**src/rtl/sync_pkg.sv**
```systemverilog
// Shared types and register map for the sync trigger controller.
package sync_pkg;

   // Encodings are visible to the host in STATUS[4:2]
   typedef enum logic [2:0] {
      IDLE     = 3'd0,
      FG_WAIT  = 3'd1,
      FG_DLY   = 3'd2,
      TRIG_DLY = 3'd3,
      PULSE    = 3'd4
   } state_t;

   localparam logic [2:0] REG_FG_DELAY    = 3'd0;
   localparam logic [2:0] REG_TRIG_DELAY  = 3'd1;
   localparam logic [2:0] REG_PULSE_WIDTH = 3'd2;
   localparam logic [2:0] REG_REPEAT      = 3'd3;
   localparam logic [2:0] REG_FG_TIMEOUT  = 3'd4;
   localparam logic [2:0] REG_STATUS      = 3'd5;

endpackage

```
**src/rtl/sync_edge_detect.sv**
```systemverilog
// Two-flop synchroniser followed by a registered rising-edge pulse.
module sync_edge_detect (
   input  logic clock,
   input  logic reset,
   input  logic sig,
   output logic rise
);

   logic s1, s2, q, q_d;

   // q/q_d retime the synchronised level so rise lands 3 cycles after first sample
   always_ff @(posedge clock or posedge reset) begin
      if (reset) begin
         s1   <= 1'b0;
         s2   <= 1'b0;
         q    <= 1'b0;
         q_d  <= 1'b0;
         rise <= 1'b0;
      end else begin
         s1   <= sig;
         s2   <= s1;
         q    <= s2;
         q_d  <= q;
         rise <= q & ~q_d;
      end
   end

endmodule

```
**src/rtl/sync_trigger_controller.sv**
```systemverilog
// FG-synchronised detector trigger sequencer with a small config register file.
module sync_trigger_controller
   import sync_pkg::*;
#(
   parameter int          CNT_W          = 32,
   parameter int unsigned FG_DELAY_DEF   = 100_000,
   parameter int unsigned TRIG_DELAY_DEF = 350_000,
   parameter int unsigned PULSE_W_DEF    = 5,
   parameter int unsigned REPEAT_DEF     = 10,
   parameter int unsigned FG_TIMEOUT_DEF = 1_000_000
) (
   input  logic             clock,
   input  logic             reset,
   input  logic             cfg_we,
   input  logic [2:0]       cfg_addr,
   input  logic [CNT_W-1:0] cfg_wdata,
   output logic [CNT_W-1:0] cfg_rdata,
   input  logic             start_signal,
   input  logic             abort,
   input  logic             fg_signal,
   output logic             detector_trigger,
   output logic             busy,
   output logic             done,
   output logic             timeout_err,
   output logic [CNT_W-1:0] pulse_count
);

   localparam logic [CNT_W-1:0] ONE = CNT_W'(1);

   function automatic logic [CNT_W-1:0] max1(input logic [CNT_W-1:0] v);
      return (v == '0) ? ONE : v;
   endfunction

   logic [CNT_W-1:0] fg_delay_r, trig_delay_r, pulse_w_r, repeat_r, fg_timeout_r;
   logic [CNT_W-1:0] cnt, lim, lim_nxt, rep;
   state_t           state, nxt;
   logic             fg_rise, hit, ld, inc, start_run, pulse_end, set_to;

   sync_edge_detect u_fg_edge (
      .clock (clock),
      .reset (reset),
      .sig   (fg_signal),
      .rise  (fg_rise)
   );

   assign busy = (state != IDLE);
   assign hit  = ((cnt + ONE) == lim);

   always_comb begin
      nxt       = state;
      ld        = 1'b0;
      lim_nxt   = '0;
      inc       = 1'b0;
      start_run = 1'b0;
      pulse_end = 1'b0;
      set_to    = 1'b0;
      case (state)
         IDLE: if (start_signal && !abort) begin
            nxt       = FG_WAIT;
            start_run = 1'b1;
            ld        = 1'b1;
            lim_nxt   = fg_timeout_r;
         end
         FG_WAIT: begin
            if (fg_rise) begin
               nxt     = FG_DLY;
               ld      = 1'b1;
               lim_nxt = max1(fg_delay_r);
            end else if (lim != '0 && hit) begin
               nxt    = IDLE;
               set_to = 1'b1;
            end else inc = 1'b1;
         end
         FG_DLY: begin
            if (hit) begin
               nxt     = TRIG_DLY;
               ld      = 1'b1;
               lim_nxt = max1(trig_delay_r);
            end else inc = 1'b1;
         end
         TRIG_DLY: begin
            if (hit) begin
               nxt     = PULSE;
               ld      = 1'b1;
               lim_nxt = max1(pulse_w_r);
            end else inc = 1'b1;
         end
         PULSE: begin
            if (hit) begin
               pulse_end = 1'b1;
               if (rep == ONE) nxt = IDLE;
               else begin
                  nxt     = FG_WAIT;
                  ld      = 1'b1;
                  lim_nxt = fg_timeout_r;
               end
            end else inc = 1'b1;
         end
         default: nxt = IDLE;
      endcase
      // abort overrides every other action, leaving counts and flags untouched
      if (state != IDLE && abort) begin
         nxt       = IDLE;
         ld        = 1'b0;
         inc       = 1'b0;
         pulse_end = 1'b0;
         set_to    = 1'b0;
      end
   end

   always_ff @(posedge clock or posedge reset) begin
      if (reset) begin
         state            <= IDLE;
         cnt              <= '0;
         lim              <= '0;
         rep              <= '0;
         pulse_count      <= '0;
         timeout_err      <= 1'b0;
         detector_trigger <= 1'b0;
         done             <= 1'b0;
      end else begin
         state <= nxt;
         if (ld) begin
            cnt <= '0;
            lim <= lim_nxt;
         end else if (inc && cnt != '1) cnt <= cnt + ONE;
         if (start_run) begin
            pulse_count <= '0;
            timeout_err <= 1'b0;
            rep         <= max1(repeat_r);
         end
         if (set_to) timeout_err <= 1'b1;
         if (pulse_end) begin
            pulse_count <= pulse_count + ONE;
            rep         <= rep - ONE;
         end
         detector_trigger <= (nxt == PULSE);
         done             <= pulse_end && (rep == ONE);
      end
   end

   always_ff @(posedge clock or posedge reset) begin
      if (reset) begin
         fg_delay_r   <= CNT_W'(FG_DELAY_DEF);
         trig_delay_r <= CNT_W'(TRIG_DELAY_DEF);
         pulse_w_r    <= CNT_W'(PULSE_W_DEF);
         repeat_r     <= CNT_W'(REPEAT_DEF);
         fg_timeout_r <= CNT_W'(FG_TIMEOUT_DEF);
         cfg_rdata    <= '0;
      end else begin
         if (cfg_we && !busy) begin
            case (cfg_addr)
               REG_FG_DELAY:    fg_delay_r   <= cfg_wdata;
               REG_TRIG_DELAY:  trig_delay_r <= cfg_wdata;
               REG_PULSE_WIDTH: pulse_w_r    <= cfg_wdata;
               REG_REPEAT:      repeat_r     <= cfg_wdata;
               REG_FG_TIMEOUT:  fg_timeout_r <= cfg_wdata;
               default: ;
            endcase
         end
         case (cfg_addr)
            REG_FG_DELAY:    cfg_rdata <= fg_delay_r;
            REG_TRIG_DELAY:  cfg_rdata <= trig_delay_r;
            REG_PULSE_WIDTH: cfg_rdata <= pulse_w_r;
            REG_REPEAT:      cfg_rdata <= repeat_r;
            REG_FG_TIMEOUT:  cfg_rdata <= fg_timeout_r;
            REG_STATUS:      cfg_rdata <= {{(CNT_W-5){1'b0}}, state, timeout_err, busy};
            default:         cfg_rdata <= '0;
         endcase
      end
   end

endmodule

```
**config.mk**
```make
export PLATFORM = sky130hd
export DESIGN_NAME = sync_trigger_controller
export DESIGN_NICKNAME = d
export VERILOG_FILES = /design/src/rtl/sync_pkg.sv /design/src/rtl/sync_edge_detect.sv /design/src/rtl/sync_trigger_controller.sv
export SDC_FILE = /design/constraint.sdc
export NUM_CORES = 1
export LEC_CHECK = 0
export BUFFER_PORTS_ARGS = -buffer_cell sky130_fd_sc_hd__buf_2
export CORE_MARGIN = 2
export CORE_UTILIZATION = 55
export CTS_CLUSTER_DIAMETER = 40
export CTS_CLUSTER_SIZE = 8
export DETAILED_ROUTE_END_ITERATION = 8
export PLACE_DENSITY = 0.81
export SLEW_MARGIN = 15
export SYNTH_ARGS = -nofsm -noshare
export SYNTH_HDL_FRONTEND = slang
export SYNTH_HIERARCHICAL = 1
export SYNTH_SLANG_ARGS = --single-unit
```
**constraint.sdc**
```tcl
create_clock -name clock -period 12.6 [get_ports clock]
set_clock_uncertainty 0.05 [all_clocks]
set_input_delay 0 -clock clock [delete_from_list [all_inputs] [get_ports clock]]
set_output_delay 0 -clock clock [all_outputs]
set_load 0.1 [all_outputs]
```
* After elaboration in Yosys (flattened, before gate mapping)
Cells that the tools add are included.
** Word-level totals
- Output and inout port bits :: 68
- Input bits :: 41
- Logic and storage cells :: 111
- Register bits after elaboration :: 331
** Cells by class
- Reductions and logical operators :: 26
- Equality and inequality tests :: 13
- Mux-type cells :: 48
- $add $sub $neg :: 3
- Bitwise gates (word level) :: 2
** Operator list (count)
- $mux W32 :: 16
- $pmux W32 S6 :: 1
- $pmux W32 S5 :: 1
- $logic_not A32 Y1 :: 4
- $add A32 B1 Y32 const B :: 2
- $eq A32 B1 Y1 const B :: 1
- $eq A32 B32 Y1 :: 1
- $ne A32 B32 Y1 const B :: 1
- $reduce_bool A32 Y1 :: 1
- $sub A32 B1 Y32 const B :: 1
- $mux W3 :: 7
- $mux W1 :: 20
- $pmux W3 S5 :: 1
- $eq A3 B2 Y1 const B :: 4
- $eq A3 B3 Y1 const B :: 4
- $reduce_and A2 Y1 :: 5
- $eq A3 B1 Y1 const B :: 2
- $logic_and A1 B1 Y1 :: 6
- $logic_not A3 Y1 :: 2
- $reduce_bool A2 Y1 :: 3
- $pmux W1 S4 :: 1
- $reduce_bool A3 Y1 :: 1
- $reduce_or A3 Y1 :: 1
- $logic_not A1 Y1 :: 2
- 4 further kinds :: 4

* Longest topological paths before layout
- Word-level depth :: 10
- Depth in mapped cells :: 15
- Depth with buffers taken out :: 10

* Hierarchy
The synthesis kept the hierarchy.
** By module, submodules not included
- sync_trigger_controller :: sequential area each 8190.4 um2, area each 17529.3 um2, times used 1, cells each 1669
- sync_edge_detect :: sequential area each 125.1 um2, area each 142.6 um2, times used 1, cells each 7

* Least setup slack after synthesis
Ideal clock, no wire load.
- Path type :: register to register
- Start :: register cnt[0]
- End :: register pulse_count[28]
- Slack :: 8751 ps
- Path buffers :: 2
- Period minus slack after synthesis :: 3849 ps
- Cell stages (with the launch flop) :: 13
- Data required time :: 12381 ps
- Data arrival time :: 3630 ps
- Setup time :: 169 ps
- Cell sequence :: dfrtp_1 > ha_1 > nand3_2 > or4_1 > clkbuf_1 > or3_1 > o31a_1 > nand4bb_4 > or4_4 > nor3_2 > buf_2 > nand4_1 > mux2i_1
** On the way
- Word-level cells in the longest chain between the ends :: 6
- Elaborated cells on any way between the ends :: 7
- Those cells by class :: 1 x add/sub; 1 x eq/ne; 4 x mux; 1 x reduce/logical
** RTL lines
- from (decl) :: line sync_trigger_controller.sv:35 : logic [CNT_W-1:0] cnt, lim, lim_nxt, rep;
- from (signal assigned) :: line sync_trigger_controller.sv:126 : end else if (inc && cnt != '1) cnt <= cnt + ONE;
- $add A32 B1 Y32 (*) :: line sync_trigger_controller.sv:47 : assign hit = ((cnt + ONE) == lim);
- $eq A32 B32 Y1 (*) :: line sync_trigger_controller.sv:47
- $mux W1 (*) :: line sync_trigger_controller.sv:89 : if (hit) begin
- $mux W1 (*) :: line sync_trigger_controller.sv:57 : case (state)
- $mux W1 (*) :: line sync_trigger_controller.sv:102 : if (state != IDLE && abort) begin
- $mux W32 / $reduce_bool A2 Y1 (equally long branches)
- to (signal assigned) :: line sync_trigger_controller.sv:134 : pulse_count <= pulse_count + ONE;
- to (decl) :: line sync_trigger_controller.sv:25 : output logic [CNT_W-1:0] pulse_count
Mark *: on every way between the ends. The rest lies on a longest branch, timed or not.
A chain may end at the register's enable or synchronous reset.

* Worst setup path after layout
- Start :: register cnt[0]
- End :: register cnt[18]
** On the way
- Word-level cells in the longest chain between the ends :: 9
- Elaborated cells on any way between the ends :: 17
- Those cells by class :: 1 x add/sub; 2 x eq/ne; 11 x mux; 3 x reduce/logical
** RTL lines
- $add A32 B1 Y32 :: line sync_trigger_controller.sv:47, sync_trigger_controller.sv:126
- $eq A32 B32 Y1 :: line sync_trigger_controller.sv:47
- $logic_and A1 B1 Y1 :: line sync_trigger_controller.sv:69 : end else if (lim != '0 && hit) begin
- $mux W1 :: line sync_trigger_controller.sv:69
- $mux W1 :: line sync_trigger_controller.sv:65 : if (fg_rise) begin
- $pmux W1 S2 :: line sync_trigger_controller.sv:57
- $mux W1 :: line sync_trigger_controller.sv:102
- $logic_and A1 B1 Y1 :: line sync_trigger_controller.sv:126
- $reduce_bool A2 Y1 (no source line)
Parallel ways exist; a longest one is shown, timed or not. The select of a mux whose other input is x is not followed.

==> out/results.env <==
RUN_STATUS='complete, no violations'
CLOCK_INSERTION_DELAY_WORST_SKEW_NS=0.61
SYNTH.AREA.MUX_SHARE_PCT=16.6
MAX_CAP_VIOLATIONS=0
GRT_ANTENNA_BEFORE_REPAIR=1
VDD.IR_DROP.WORST_mV=0.172
NUM_VIAS=15300
HTREE_LEVELS=2
ROWS=65
DETAIL_ROUTE.WIRELENGTH_UM=53100
FIRST_PASS_GRT_WIRE_LENGTH_UM=83900
WORST_SETUP_PATH_START_KIND='flip-flop'
DRIVE_GT1_SHARE_PCT=24.4
SYNTH_WARNINGS=6
POST_SYNTH_NUM_CELL_TYPES=74
DETAIL_ROUTE.VIAS_PER_CELL=6.87
SWITCHING_SHARE_OF_POWER_PCT=39.0
TIMING_WORST_SLEW_PIN_VALUE_NS=1.23
WL_PER_CELL_UM=23.9
SHARE_OF_THE_SYNTHESIZED_AREA_IN_COMPOUND_GATES_AO_OA_AOI_OAI_PCT=13.2
FINAL.PERIOD_UTILIZATION_PCT=41.7
ANTENNA_VIOLATING_NETS_POST_ROUTE=0
SYNTH_FP_NETS=1721
INITIAL_CORE_UTILIZATION_PCT=55.9
DRT_ITER0_DRC=1919
DIEAREA_UM2=33600
P_TOTAL_uW=4710
DOMINANTREGCELLSYNTH='dfrtp_1'
CLK_TRANSITION_REPORTED_PATHS_NS=0.05
POWER.INTERNAL_uW=2870
TNS_NS=0
FMAX_GHz=0.190
DIE_Y_UM=183
POST_SYNTH_XOR_AREA_FRACTION_PCT=2.03
NUMCTSBUFFERS=52
PORTBUFFERS=108
GLOBALROUTE.TOTALOVERFLOW=0
SLEW_VIOL_FINAL=0
LAYOUT.CORE_UTILIZATION_PCT=64.6
DIE_W_UM=183
SYNTHARSTFLOPSHARE_PCT=100
CLOCK_SINKS=331
GRT_START_MAX_NET_PINS=195
CRITPATHSLOWESTCELL='nor2_2'
SYNTH_CELLS=1676
GRT_PASS1_VIAS=15100
HOLD_PATH.CLASS='input pin to asynchronous set/reset pin'
CTS_ROOT_BUFFER='clkbuf_16'
POST_SYNTH_MAIN_AREA_CONTRIBUTORS='dfrtp_1, mux2_2, dfstp_2'
POST_SYNTH_EDFFS=0
GP_ROUTABILITY_CONGESTION=0.922
TOTAL_LEAKAGE_POWER_uW=0.00875
MAIN_COMBINATIONAL_CELL_FAMILY_BY_AREA_AFTER_SYNTHESIS='simple AND/OR/NAND/NOR gates'
TRITONCTS='built'
POWER_FRAC_SEQ_PCT=42.9
CLOCK_POWER_SHARE_PCT=27.6
FINISHED_CELL_AREA_UM2=20400
SYNTH_SIMPLE_GATE_AREA_SHARE_PCT=17.3
CORE-AREA_UM2=31600
CRITPATHKIND='flip-flop to flip-flop'
PRE_CTS_WS_NS=7.36
FILLERS=2333
HPWLAFTERDP_UM=34500
FINALNETCOUNT=1829
AREA_GROWTH_PCT=15.6
DRC=0
MAXSLEWHEADROOM_PCT=17.5
SUMMED_INSTANCE_AREA_OF_THE_SYNTHESIZED_NETLIST_UM2=17700
FINAL_NUMBER_OF_HOLD_VIOLATING_ENDPOINTS=0
TIMING.CRITICAL_PATH.REQUIRED_NS=13.07
POWER_SHARE_OF_THE_COMBINATIONAL_GROUP_PCT=29.5
CRIT_FANOUT=62
GROUTE.USAGE.OVERALL_PCT=31.9
SEQ_AREA_FRAC_SYNTH_PCT=47.1
TOP_CELL_TYPE_S_SHARE_OF_SYNTHESIZED_AREA_PCT=43.2
PATH_CELLS='ha_1 -> nand3_2 -> or4_1 -> or3_1 -> o31a_1 -> nor4b_1 -> nand2b_1 -> o31a_2 -> nor2_2 -> a221o_1'
SETUP-VIOLATIONS-FINAL=0
GRT_SETUP_UNREPAIRED='false'
POWER_DENSITY_RELATIVE_TO_CELL_AREA_nW_PER_UM2=231
POST_SYNTHESIS_REGISTER_BIT_COUNT=331
SYNTH-ADDER-AREA-SHARE_PCT=0.340
FINAL.MIN_CLOCK_PERIOD_NS=5.25
PLACE_AREA_UM2=18500
TIMING.FINAL.WS_SETUP_NS=7.35
NUM_IO_PINS=109
CLK_PATH_BUF_DEPTH=3
CRITICAL-PATH-MAX-STAGE-DELAY_NS=0.99
MEAN_POST_SYNTH_CELL_AREA_UM2=10.5
WORST_EP_ARRIVAL_TIME_NS=5.72
WORST_SETUP_PATH_END_KIND='flip-flop'
POST-SYNTH-TOP-AREA-CELL='dfrtp_1'
DRTPASS1ITERATIONS=6
POWER.NET_SWITCHING_uW=1840
TIMING.REG2REG.WORST_PATH_DEPTH=10
CTS-RESIZED-GATES=0
power groups by stage:
stage / combinational (uW) / sequential, uW / clock (uW)
floorplan: 872 / 2040 / 0
global placement: 1310 / 1970 / 0
finish: 1390 / 2020 / 1300
global route: 1490 / 2060 / 1360
CTS: 1380 / 1990 / 1310
detailed placement: 1360 / 2000 / 0
final cells by class:
type,count,area (um^2),share of cell area [%]
diodes,1,2.50,0.0123
well taps,402,503,2.46
repair buffers,169,1110,5.42
clock inverters,8,108,0.527
multi-input cells,1196,8790,43.0
clock buffers,83,1470,7.19
inverters,34,135,0.662
flip-flops and latches,331,8320,40.7
synthesized netlist by cell type (5+ instances only):
| master | instances |
|---|---|
| or4_1 | 11 |
| a21oi_1 | 34 |
| and3_1 | 32 |
| and4_1 | 7 |
| buf_2 | 14 |
| and2_1 | 7 |
| nor2b_1 | 10 |
| or3_1 | 23 |
| nand3_1 | 50 |
| a211o_1 | 21 |
| o21ai_0 | 53 |
| buf_1 | 11 |
| nor3b_1 | 14 |
| nand4_1 | 49 |
| a221o_1 | 13 |
| xnor2_1 | 23 |
| mux2i_1 | 67 |
| o21a_1 | 5 |
| nor3_1 | 29 |
| a21o_1 | 8 |
| a31oi_1 | 37 |
| nor4_1 | 60 |
| mux4_2 | 13 |
| or2_2 | 11 |
| a22oi_1 | 8 |
| a221oi_1 | 23 |
| nand2b_1 | 11 |
| inv_1 | 34 |
| buf_4 | 8 |
| dfstp_2 | 26 |
| o211a_1 | 5 |
| o22ai_1 | 17 |
| nand2_1 | 117 |
| o31ai_1 | 13 |
| mux2_2 | 175 |
| xor2_1 | 18 |
| dfrtp_1 | 305 |
| clkbuf_1 | 82 |
| a222oi_1 | 9 |
| nor2_1 | 122 |
| o211ai_1 | 11 |
| a22o_1 | 25 |
| o311ai_0 | 14 |
through the flow:
step | hold slack, ns | instances
global route | 0.0968 | 2224
global placement | -0.101 | 2094
CTS | 0.0509 | 2223
floorplan | -0.271 | 1676
finish | 0.0457 | 2224
detailed placement | -0.0951 | 2094
critical path, delay by kind of cell (launching register included):
family                     cells  cell delay, ns
DFF                            1            0.45
AOI/OAI and AO/OA              3            1.36
adders and majority gates      1            0.28
and+or+nand+nor                6            3.04
worst paths after layout:
| check | startpoint | to | slack [ns] |
|---|---|---|---|
| worst max-delay path | cnt[0] | cnt[18] | 7.35 |
| worst min-delay path | reset | cfg_rdata[17] | 0.05 |
| worst max register to register | cnt[0] | cnt[18] | 7.35 |
| worst min register to register | u_fg_edge/s2 | u_fg_edge/q | 0.30 |
| max in group asynchronous | reset | cnt[5] | 10.80 |
| min in group clock | start_signal | rep[17] | 0.08 |
per-layer routing:
layer	vias up	share of wire [%]	track usage (%)	wire, um
met5	-	0	0	0
met1	7516	38	41.3	20300
met3	218	10	6.79	5290
li1	6557	-	-	-
met2	990	47	50.7	24800
met4	0	5.0	16.6	2640
cells in the final DEF (no fill, tap or decap), types with 38 or more instances in the layout:
cell type	synthesis	layout
buf_2	14	108
clkbuf_16	0	53
dfrtp_1	305	305
dlygate4sd3_1	0	38
mux2_2	175	175
mux2i_1	67	67
nand2_1	117	117
nand3_1	50	49
nand4_1	49	49
nor2_1	122	121
nor4_1	60	58
o21ai_0	53	53
logic make-up after synthesis:
group / after synthesis
xor+xnor: 41
flops: 331
simple gates: 574
fa+ha+maj: 5
compound gates: 321
mux: 255
buf+inv: 149
timing repair:
action | in CTS | in global routing
buffers inserted | 0 | 0
hold buffers | 38 | 0
endpoints found under the hold margin | 298 | 0
No activity file was read; power rests on OpenSTA's default activity.
